### src/rtl/btn_debounce_ctrl_if.sv
// Button conditioning bus: raw pad input toward the debouncer and the
// conditioned level/strobe outputs back to the LED gating logic.
interface btn_debounce_ctrl_if;
  logic btn_raw;
  logic btn_level;
  logic press_pulse;
  logic release_pulse;
  logic toggle_q;
  logic long_pulse;

  // Producer of the raw button / consumer of the conditioned outputs
  modport master (
    output btn_raw,
    input  btn_level,
    input  press_pulse,
    input  release_pulse,
    input  toggle_q,
    input  long_pulse
  );

  // The debouncer itself
  modport slave (
    input  btn_raw,
    output btn_level,
    output press_pulse,
    output release_pulse,
    output toggle_q,
    output long_pulse
  );
endinterface

### src/rtl/btn_debounce_ctrl.sv
// Push-button conditioner for the LED blink logic.
// Synchronises the raw pad, debounces it with a counter-qualified FSM and
// produces a clean level, press/release strobes and a press-toggled latch.
// Optional long-press strobe is built only when BTN_LONG_PRESS_EN is defined;
// otherwise long_pulse is tied low.
module btn_debounce_ctrl #(
  parameter int unsigned DEBOUNCE_CYCLES = 1500000,
  parameter int unsigned LONG_CYCLES     = 750000000,
  parameter int unsigned CNT_W           = 30
) (
  input  logic                 clk,
  input  logic                 reset_n,
  btn_debounce_ctrl_if.slave   bus
);

  typedef enum logic [1:0] {
    ST_IDLE         = 2'd0,
    ST_PRESS_WAIT   = 2'd1,
    ST_PRESSED      = 2'd2,
    ST_RELEASE_WAIT = 2'd3
  } state_t;

  localparam logic [CNT_W-1:0] DEB_LAST = CNT_W'(DEBOUNCE_CYCLES - 32'd1);

  // Reject parameter sets the debouncer cannot honour
  if ((DEBOUNCE_CYCLES < 32'd2) || (LONG_CYCLES <= DEBOUNCE_CYCLES) ||
      (CNT_W < $clog2(LONG_CYCLES))) begin : g_bad_cfg
    $error("btn_debounce_ctrl: illegal DEBOUNCE_CYCLES/LONG_CYCLES/CNT_W");
  end

  logic             sync_meta_r;
  logic             sync_r;
  state_t           state_r;
  state_t           state_nxt_s;
  logic [CNT_W-1:0] cnt_r;

  logic             level_nxt_s;
  logic             press_nxt_s;
  logic             release_nxt_s;
  logic             toggle_nxt_s;
  logic             long_nxt_s;

  logic             level_r;
  logic             press_r;
  logic             release_r;
  logic             toggle_r;
  logic             long_r;

  // Two-flop synchroniser: the only logic that touches the raw pad
  always_ff @(posedge clk or negedge reset_n) begin
    if (!reset_n) begin
      sync_meta_r <= 1'b0;
      sync_r      <= 1'b0;
    end else begin
      sync_meta_r <= bus.btn_raw;
      sync_r      <= sync_meta_r;
    end
  end

  // FSM state register
  always_ff @(posedge clk or negedge reset_n) begin
    if (!reset_n) begin
      state_r <= ST_IDLE;
    end else begin
      state_r <= state_nxt_s;
    end
  end

  // FSM next-state: a change is accepted only after DEBOUNCE_CYCLES stable samples
  always_comb begin
    state_nxt_s = state_r;
    case (state_r)
      ST_IDLE: begin
        if (sync_r) state_nxt_s = ST_PRESS_WAIT;
        else        state_nxt_s = ST_IDLE;
      end
      ST_PRESS_WAIT: begin
        if (!sync_r)                state_nxt_s = ST_IDLE;
        else if (cnt_r == DEB_LAST) state_nxt_s = ST_PRESSED;
        else                        state_nxt_s = ST_PRESS_WAIT;
      end
      ST_PRESSED: begin
        if (!sync_r) state_nxt_s = ST_RELEASE_WAIT;
        else         state_nxt_s = ST_PRESSED;
      end
      ST_RELEASE_WAIT: begin
        if (sync_r)                 state_nxt_s = ST_PRESSED;
        else if (cnt_r == DEB_LAST) state_nxt_s = ST_IDLE;
        else                        state_nxt_s = ST_RELEASE_WAIT;
      end
      default: begin
        state_nxt_s = ST_IDLE;
      end
    endcase
  end

  // Stability counter: clears on any state change, counts in the wait states and
  // holds at its last value rather than wrapping
  always_ff @(posedge clk or negedge reset_n) begin
    if (!reset_n) begin
      cnt_r <= {CNT_W{1'b0}};
    end else if (state_nxt_s != state_r) begin
      cnt_r <= {CNT_W{1'b0}};
    end else if (((state_r == ST_PRESS_WAIT) || (state_r == ST_RELEASE_WAIT)) &&
                 (cnt_r != DEB_LAST)) begin
      cnt_r <= cnt_r + CNT_W'(1);
    end else begin
      cnt_r <= cnt_r;
    end
  end

`ifdef BTN_LONG_PRESS_EN
  localparam logic [CNT_W-1:0] HOLD_LAST = CNT_W'(LONG_CYCLES - 32'd1);
  localparam logic [CNT_W-1:0] HOLD_PRE  = CNT_W'(LONG_CYCLES - 32'd2);

  logic [CNT_W-1:0] hold_cnt_r;

  // Hold counter: restarts only on a fresh accepted press so release bounce
  // does not re-arm it, saturates after the strobe, clears back in IDLE
  always_ff @(posedge clk or negedge reset_n) begin
    if (!reset_n) begin
      hold_cnt_r <= {CNT_W{1'b0}};
    end else if (state_nxt_s == ST_IDLE) begin
      hold_cnt_r <= {CNT_W{1'b0}};
    end else if ((state_r == ST_PRESS_WAIT) && (state_nxt_s == ST_PRESSED)) begin
      hold_cnt_r <= {CNT_W{1'b0}};
    end else if ((state_r == ST_PRESSED) && (hold_cnt_r != HOLD_LAST)) begin
      hold_cnt_r <= hold_cnt_r + CNT_W'(1);
    end else begin
      hold_cnt_r <= hold_cnt_r;
    end
  end

  // Long-press strobe fires on the step that takes the hold counter to its end
  always_comb begin
    long_nxt_s = 1'b0;
    if ((state_r == ST_PRESSED) && (hold_cnt_r == HOLD_PRE)) long_nxt_s = 1'b1;
    else                                                     long_nxt_s = 1'b0;
  end
`else
  // Long-press feature absent: strobe permanently low
  always_comb begin
    long_nxt_s = 1'b0;
  end
`endif

  // FSM outputs, computed from the upcoming state so the registered copies line
  // up with the state they describe
  always_comb begin
    level_nxt_s   = (state_nxt_s == ST_PRESSED) || (state_nxt_s == ST_RELEASE_WAIT);
    press_nxt_s   = (state_r == ST_PRESS_WAIT)   && (state_nxt_s == ST_PRESSED);
    release_nxt_s = (state_r == ST_RELEASE_WAIT) && (state_nxt_s == ST_IDLE);
    toggle_nxt_s  = toggle_r ^ press_nxt_s;
  end

  // Output registers
  always_ff @(posedge clk or negedge reset_n) begin
    if (!reset_n) begin
      level_r   <= 1'b0;
      press_r   <= 1'b0;
      release_r <= 1'b0;
      toggle_r  <= 1'b0;
      long_r    <= 1'b0;
    end else begin
      level_r   <= level_nxt_s;
      press_r   <= press_nxt_s;
      release_r <= release_nxt_s;
      toggle_r  <= toggle_nxt_s;
      long_r    <= long_nxt_s;
    end
  end

  assign bus.btn_level     = level_r;
  assign bus.press_pulse   = press_r;
  assign bus.release_pulse = release_r;
  assign bus.toggle_q      = toggle_r;
  assign bus.long_pulse    = long_r;

endmodule

### src/flat_wrapper.sv
// flat-port wrapper written by rule: the top's interface ports become plain ports
module btn_debounce_ctrl_flat 
#(
  parameter int unsigned DEBOUNCE_CYCLES = 1500000,
  parameter int unsigned LONG_CYCLES     = 750000000,
  parameter int unsigned CNT_W           = 30
)
  (clk, reset_n, bus_btn_raw, bus_btn_level, bus_press_pulse, bus_release_pulse, bus_toggle_q, bus_long_pulse);
  btn_debounce_ctrl_if bus_i ();
  input  logic clk;
  input  logic reset_n;
  input wire logic [$bits(bus_i.btn_raw)-1:0] bus_btn_raw;
  output wire logic [$bits(bus_i.btn_level)-1:0] bus_btn_level;
  output wire logic [$bits(bus_i.press_pulse)-1:0] bus_press_pulse;
  output wire logic [$bits(bus_i.release_pulse)-1:0] bus_release_pulse;
  output wire logic [$bits(bus_i.toggle_q)-1:0] bus_toggle_q;
  output wire logic [$bits(bus_i.long_pulse)-1:0] bus_long_pulse;
  assign bus_i.btn_raw = bus_btn_raw;
  assign bus_btn_level = bus_i.btn_level;
  assign bus_press_pulse = bus_i.press_pulse;
  assign bus_release_pulse = bus_i.release_pulse;
  assign bus_toggle_q = bus_i.toggle_q;
  assign bus_long_pulse = bus_i.long_pulse;
  btn_debounce_ctrl #(.DEBOUNCE_CYCLES(DEBOUNCE_CYCLES), .LONG_CYCLES(LONG_CYCLES), .CNT_W(CNT_W)) u_core (.clk(clk), .reset_n(reset_n), .bus(bus_i));
endmodule
### config.mk
export PLATFORM = sky130hd
export DESIGN_NAME = btn_debounce_ctrl_flat
export DESIGN_NICKNAME = d
export VERILOG_FILES = /design/src/rtl/btn_debounce_ctrl_if.sv /design/src/rtl/btn_debounce_ctrl.sv /design/src/flat_wrapper.sv
export SDC_FILE = /design/constraint.sdc
export NUM_CORES = 1
export LEC_CHECK = 0
export CORE_MARGIN = 8
export CORE_UTILIZATION = 50
export CTS_CLUSTER_SIZE = 16
export DETAILED_ROUTE_END_ITERATION = 7
export MAX_ROUTING_LAYER = met4
export PLACE_DENSITY = 0.67
export REMOVE_ABC_BUFFERS = 1
export SLEW_MARGIN = 20
export SYNTH_ARGS = -nofsm -noshare
export SYNTH_HDL_FRONTEND = slang
export SYNTH_SLANG_ARGS = --single-unit
### constraint.sdc
create_clock -name clk -period 3.05 [get_ports clk]
set_input_delay 0.61 -clock clk [delete_from_list [all_inputs] [get_ports clk]]
set_output_delay 0.61 -clock clk [all_outputs]
set_load 0.01 [all_outputs]
==> summary.txt, run 1 <==
Route
  • Vias per cell: a little under 7
  • Antenna-violating nets left: 0
  • Drt wl/cell: roughly 19 um
  • Via count: between 1500 and 2000
  • DRC viols: 0
  • Pre-antenna DRT Iters: 4
  • WL final: 5.03 mm
  • DRT iter0 DRCs: 110

STA
  • TNS Setup: 0 ns
  • RSZ-0062 raised after global routing: no
  • Final worst setup slack: 0.666 ns
  • Clock Skews: roughly 0.011 ns
  • Worst Max-Slew Pin Slew: a little under 1 ns
  • F_max: ~420 MHz
  • Worst slew margin: 0.340
  • Fin crit share: 0.782
  • Tmin final: between 2 and 2.5 ns
  • Final Slew Violations: 0
  • Number of setup violations in the final report: 0
  • Final hold violations: 0

Yosys
  • Seq/Total Area, Yosys: 0.439
  • Share of the synthesized area in the top cell type: 0.439
  • Ys Warns: 0
  • Cells after Synth: 206
  • Average cell area after synthesis: about 10 um2
  • Yosys cell types: between 50 and 60
  • Number of enable flip-flop cells after synthesis: 0
  • Cell taking the most area after synthesis: dfrtp_1
  • Top post-synthesis cells by area: dfrtp_1, a22oi_1, xor2_1
  • Register bit total from synthesis: 37
  • Post-synth ARST share: 1.00
  • Prevailing post-synth register cell: dfrtp_1
  • Mapped cell area: 0.00211 mm2

Setup path
  • Setup crit start kind: flip-flop
  • CP Data Arrival Time: 2.59 ns
  • CP Max Fanout: 16
  • Critical Setup Path Class: flip-flop to flip-flop
  • Critical Path End Type: flip-flop
  • CP required: 3.25 ns

Floorplanning
  • Standard-cell rows: 23
  • Initial Util: 0.523
  • Core Region: a little over 0.004 mm2
  • Die width: 80.9 um
  • Ports: 8
  • Die Span Y: 80.9 um
  • Die area: around 0.0065 mm2

Clocking
  • Clock Sinks: 37
  • CTS buffer count: 5
  • Post-CTS resize count: 0
  • Insertion delay to the later sink of the worst-skew pair: about 0.29 ns
  • CTS H-tree depth: 2
  • CTS Buffer Depth: 2
  • Setup repair bufs after CTS: 0
  • CTS tree: built
  • CTS root buf: clkbuf_8
  • Clock transition at path regs: approximately 0.08 ns
  • Cts hold-fix bufs: 0

Pwr
  • Worst vdd ir: approximately 0.26 mV
  • Power per cell area: 430 mW/mm2
  • Total Power: approximately 0.99 mW
  • LEAKAGE: around 0.90 nW

Cells and area
  • Fraction of layout cells with a size suffix above 1: 0.114
  • Layout net count: roughly 210
  • Final Util: 0.571
  • Diodes inserted: 0
  • P&R area growth vs syn: 9.15%

Place
  • Final HPWL DP: about 3.6 mm
  • Worst slack, placed: 0.719 ns
  • GP Congestion: 0.895
  • Port Buffer Count: 6

Global routing
  • Gr usage total: 0.168
  • Grt total ovfl: 0
  • Antenna violations before repair: 0
  • Largest net degree at the start of global routing: 38
  • First-pass GRT wire length: between 8 and 9 mm
  • Vias in the first global route: 1707

Hold path
  • Worst hold path type: flip-flop to flip-flop

Run
  • MaxCap Viol Count: 0

Status
  • Run status: completed
## synth_stat cells (2+ instances only)
cell	count
or3_1	7
clkbuf_1	7
a31oi_1	2
nand2b_1	3
and2_1	2
dfrtp_1	37
a21oi_1	9
nand3_1	6
nor4b_1	2
buf_4	4
o211ai_1	3
nor4_1	3
xor2_1	9
o2111ai_1	5
o31ai_1	9
nand2_1	11
or4_1	10
nand4_1	8
and3_1	6
a22oi_1	14
nor2_1	2
xnor2_1	2
and4_1	5
nor3_1	2
or2_2	2
o2111a_1	2
o21ai_0	8
## stage by stage
step	instance area, um2	hold slack (ns)	instances
finish	2300	0.365	261
global route	2300	0.372	261
CTS	2300	0.372	261
detailed placement	2180	0.354	253
global placement	2180	0.342	253
floorplan	2040	0.314	194
## critical path, cell delays in order, from the launching register on
cell       delay (ns)
dfrtp_1          0.42
ha_1             0.26
and4_1           0.31
o2111ai_1        0.50
or4_4            0.66
a22oi_2          0.15
## sequential cells by signal, summed over array words and instances, names as in the netlist
| register | count |
|---|---|
| u_core.bus.btn_level | 1 |
| u_core.bus.press_pulse | 1 |
| u_core.bus.release_pulse | 1 |
| u_core.bus.toggle_q | 1 |
| u_core.cnt_r | 30 |
| u_core.state_r | 1 |
| u_core.sync_meta_r | 1 |
| u_core.sync_r | 1 |
## worst paths after layout
kind	start	endpoint	slack, ns	cells after the start
worst max-delay path	u_core.cnt_r[0]	u_core.cnt_r[24]	0.67	5
worst min-delay path	u_core.sync_meta_r	u_core.sync_r	0.37	0
worst max register to register	u_core.cnt_r[0]	u_core.cnt_r[24]	0.67	5
worst min register to register	u_core.sync_meta_r	u_core.sync_r	0.37	0
max in group asynchronous	reset_n	u_core.cnt_r[13]	2.11	1
min in group asynchronous	reset_n	u_core.cnt_r[27]	0.41	1
## metal layers
layer  vias up  wire length, um  track usage
met5         -                0            -
met4         0               99       0.0714
met3        13              196       0.0309
met2        46             2470        0.265
met1       896             2270        0.208
li1        826                -            -
## cell families (layout without fill, tap and decap cells)
logic type	Yosys count	count (layout)	share of synthesized area
AND/OR/NAND/NOR	80	80	0.248
AO/OA/AOI/OAI	60	60	0.208
flip-flops	37	37	0.439
buffers and inverters	13	18	0.0338
XOR/XNOR	12	12	0.0534
multiplexers	2	2	0.0101
adder cells (fa/ha/maj)	1	1	0.00594
other	1	1	0.00178
## cells in the final DEF (no fill, tap or decap), types with 2 or more instances in the layout
cell and count:
dfrtp_1 37, a22oi_1 14, nand2_1 11, or4_1 10, xor2_1 9, o31ai_1 9, a21oi_1 9, nand4_1 8
o21ai_0 8, or3_1 7, nand3_1 6, and3_1 6, clkbuf_8 6, and4_1 5, o2111ai_1 5, clkdlybuf4s50_1 5
nor4_1 3, nand2b_1 3, o211ai_1 3, buf_4 3, nor4b_1 2, and2_1 2, or2_2 2, nor3_1 2
nor2_1 2, xnor2_1 2, o2111a_1 2, a31oi_1 2
## area by class of cell
cell class	instances	area (um2)
repair buffers	9	77.6
fillers	361	1730
well taps	50	62.6
multi-input cells	156	1110
flip-flops and latches	37	926
clock inverters	2	37.5
inverters	1	3.75
clock buffers	6	82.6
## report_power, final
group / switching, mW / internal (mW)
Clock: 0.178 / 0.266
Sequential: 0.00700 / 0.494
Combinational: 0.0311 / 0.0117
Note: power is estimated with default switching activity, not from simulation.
==> run 2: changes to the inputs <==
==> constraint.sdc (replaced) <==
create_clock -name clk -period 2.3 [get_ports clk]
set_input_delay 0.46 -clock clk [delete_from_list [all_inputs] [get_ports clk]]
set_output_delay 0.46 -clock clk [all_outputs]
set_load 0.01 [all_outputs]
==> summary.txt, run 2 (synthesis gave the netlist of run 1 again) <==
Floorplanning
  • Die Span Y: about 80 um
  • Ports: 8
  • Die area: ~0.0065 mm2
  • Initial Util: 0.523
  • Core Region: approximately 0.0040 mm2
  • Die width: approximately 81 um
  • Standard-cell rows: 23

Pwr
  • Comb pwr share: 0.052
  • Int Power: slightly above 0.9 mW
  • Power per cell area: between 500 and 600 mW/mm2
  • Worst vdd ir: about 0.38 mV
  • LEAKAGE: about 0.91 nW
  • Seq pwr share: 0.562
  • Clk pwr share: 0.385
  • Net Sw Frac: 0.226
  • Net Sw Power: 0.265 mW

Global routing
  • Gr usage total: 0.163
  • Antenna violations before repair: 0
  • First-pass GRT wire length: about 8.1 mm
  • Vias in the first global route: between 1500 and 2000
  • Largest net degree at the start of global routing: 38
  • Grt total ovfl: 0

Place
  • GP Congestion: roughly 0.86
  • Worst slack, placed: 0.230 ns
  • Port Buffer Count: 6
  • Final HPWL DP: 3.39 mm

Clocking
  • Post-CTS resize count: 0
  • CTS buffer count: 5
  • CTS tree: built
  • CTS root buf: clkbuf_8
  • Setup repair bufs after CTS: 0
  • CTS H-tree depth: 2
  • Clock Sinks: 37
  • Cts hold-fix bufs: 0
  • CTS Buffer Depth: 2
  • Clock transition at path regs: approximately 0.07 ns
  • Insertion delay to the later sink of the worst-skew pair: roughly 0.28 ns

Cells and area
  • P&R area growth vs syn: 8.97%
  • Max FFs per register: 30
  • Largest reg by FF count: u_core.cnt_r
  • Diodes inserted: 0
  • Fraction of layout cells with a size suffix above 1: 0.121
  • Most common cell after layout, fill and taps aside: dfrtp_1
  • Multi-input logic area: roughly 0.0011 mm2
  • Reg area: about 900 um2
  • Layout net count: approximately 220
  • Most frequent cells in the layout: dfrtp_1, a22oi_1, nand2_1
  • # fillers: between 300 and 400

Route
  • Via count: roughly 1700
  • Vias per cell: roughly 6.6
  • WL final: approximately 4.7 mm
  • Drt wl/cell: 17.7 um
  • DRT iter0 DRCs: around 170
  • DRC viols: 0
  • Pre-antenna DRT Iters: 4
  • Antenna-violating nets left: 0

Setup path
  • CP required: around 2.5 ns
  • Delay of the slowest critical-path stage: just under 0.6 ns
  • Critical-path top delay cell: or4_1
  • CP Max Fanout: 4
  • CP cell instances: ha_1 -> nand4_1 -> or4_1 -> nor3_2 -> mux2_2
  • Setup crit start kind: flip-flop
  • Critical Path End Type: flip-flop
  • CP delay by family, top: simple AND/OR/NAND/NOR gates
  • Critical Setup Path Class: flip-flop to flip-flop
  • Buf+Inv Stages, Crit Path: 0
  • CP Data Arrival Time: around 2.3 ns

Status
  • Run status: completed

STA
  • RSZ-0062 raised after global routing: no
  • Worst Max-Slew Pin Slew: just over 0.8 ns
  • Tmin final: ~2.1 ns
  • TNS Setup: 0 ns
  • Number of setup violations in the final report: 0
  • Worst slew margin: 0.450
  • Final Slew Violations: 0
  • Final hold violations: 0
  • Fin crit share: 0.906
  • Clock Skews: ~0.0088 ns
  • Final worst setup slack: 0.216 ns
  • F_max: around 480 MHz

Hold path
  • Worst hold path type: input port to async pin

Run
  • MaxCap Viol Count: 0
[run 2: cell count changes in the layout (fill, tap and decap cells not counted)]
cell	previous run	this run
clkbuf_1	0	1
clkinvlp_4	1	0
bufinv_16	1	0
buf_4	3	7
[run 2: final cells by class]
class	count	share of cell area
repair buffers	13	0.0469
clock buffers	7	0.0376
multi-input cells	156	0.483
inverters	1	0.00163
well taps	50	0.0272
flip-flops and latches	37	0.403
[run 2: path summary, 6_finish.rpt]
path / slack [ns] / cells after the start / start / to
max reg2reg: 0.22 / 5 / u_core.cnt_r[0] / u_core.bus.btn_level
max in group asynchronous: 1.51 / 1 / reset_n / u_core.cnt_r[3]
min reg2reg: 0.36 / 0 / u_core.sync_meta_r / u_core.sync_r
min: 0.27 / 1 / reset_n / u_core.cnt_r[28]
min in group clk: 0.36 / 0 / u_core.sync_meta_r / u_core.sync_r
max: 0.22 / 5 / u_core.cnt_r[0] / u_core.bus.btn_level
[run 2: through the flow]
stage | cells | power, mW | hold slack [ns] | util | instance area, um2
finish | 264 | 1.18 | 0.270 | 0.570 | 2300
detailed placement | 257 | 0.737 | 0.346 | 0.548 | 2210
floorplan | 194 | 0.703 | 0.164 | - | 2040
CTS | 264 | 1.19 | 0.289 | 0.570 | 2300
global route | 264 | 1.22 | 0.346 | 0.570 | 2300
global placement | 257 | 0.735 | 0.343 | 0.548 | 2210
[run 2: layer usage]
layer  part of all wire  routed length (um)  global-route usage
met1               0.44                2080               0.204
met2               0.48                2240               0.246
met3              0.059                 275              0.0475
met4              0.020                  94              0.0554
met5                  0                   0                   -
[run 2: worst reg2reg max path, stage by stage, from the launching register on]
cell and delay (ns):
dfrtp_1 0.40, ha_1 0.25, nand4_1 0.10, or4_1 0.59, nor3_2 0.26, mux2_2 0.37
[run 2: power by group through the flow]
stage	combinational [mW]	clock (mW)	sequential (mW)
after floorplan	0.0277	0	0.675
after global placement	0.0613	0	0.673
after detailed placement	0.0626	0	0.674
after CTS	0.0626	0.465	0.662
after global routing	0.0694	0.488	0.662
final	0.0617	0.454	0.662
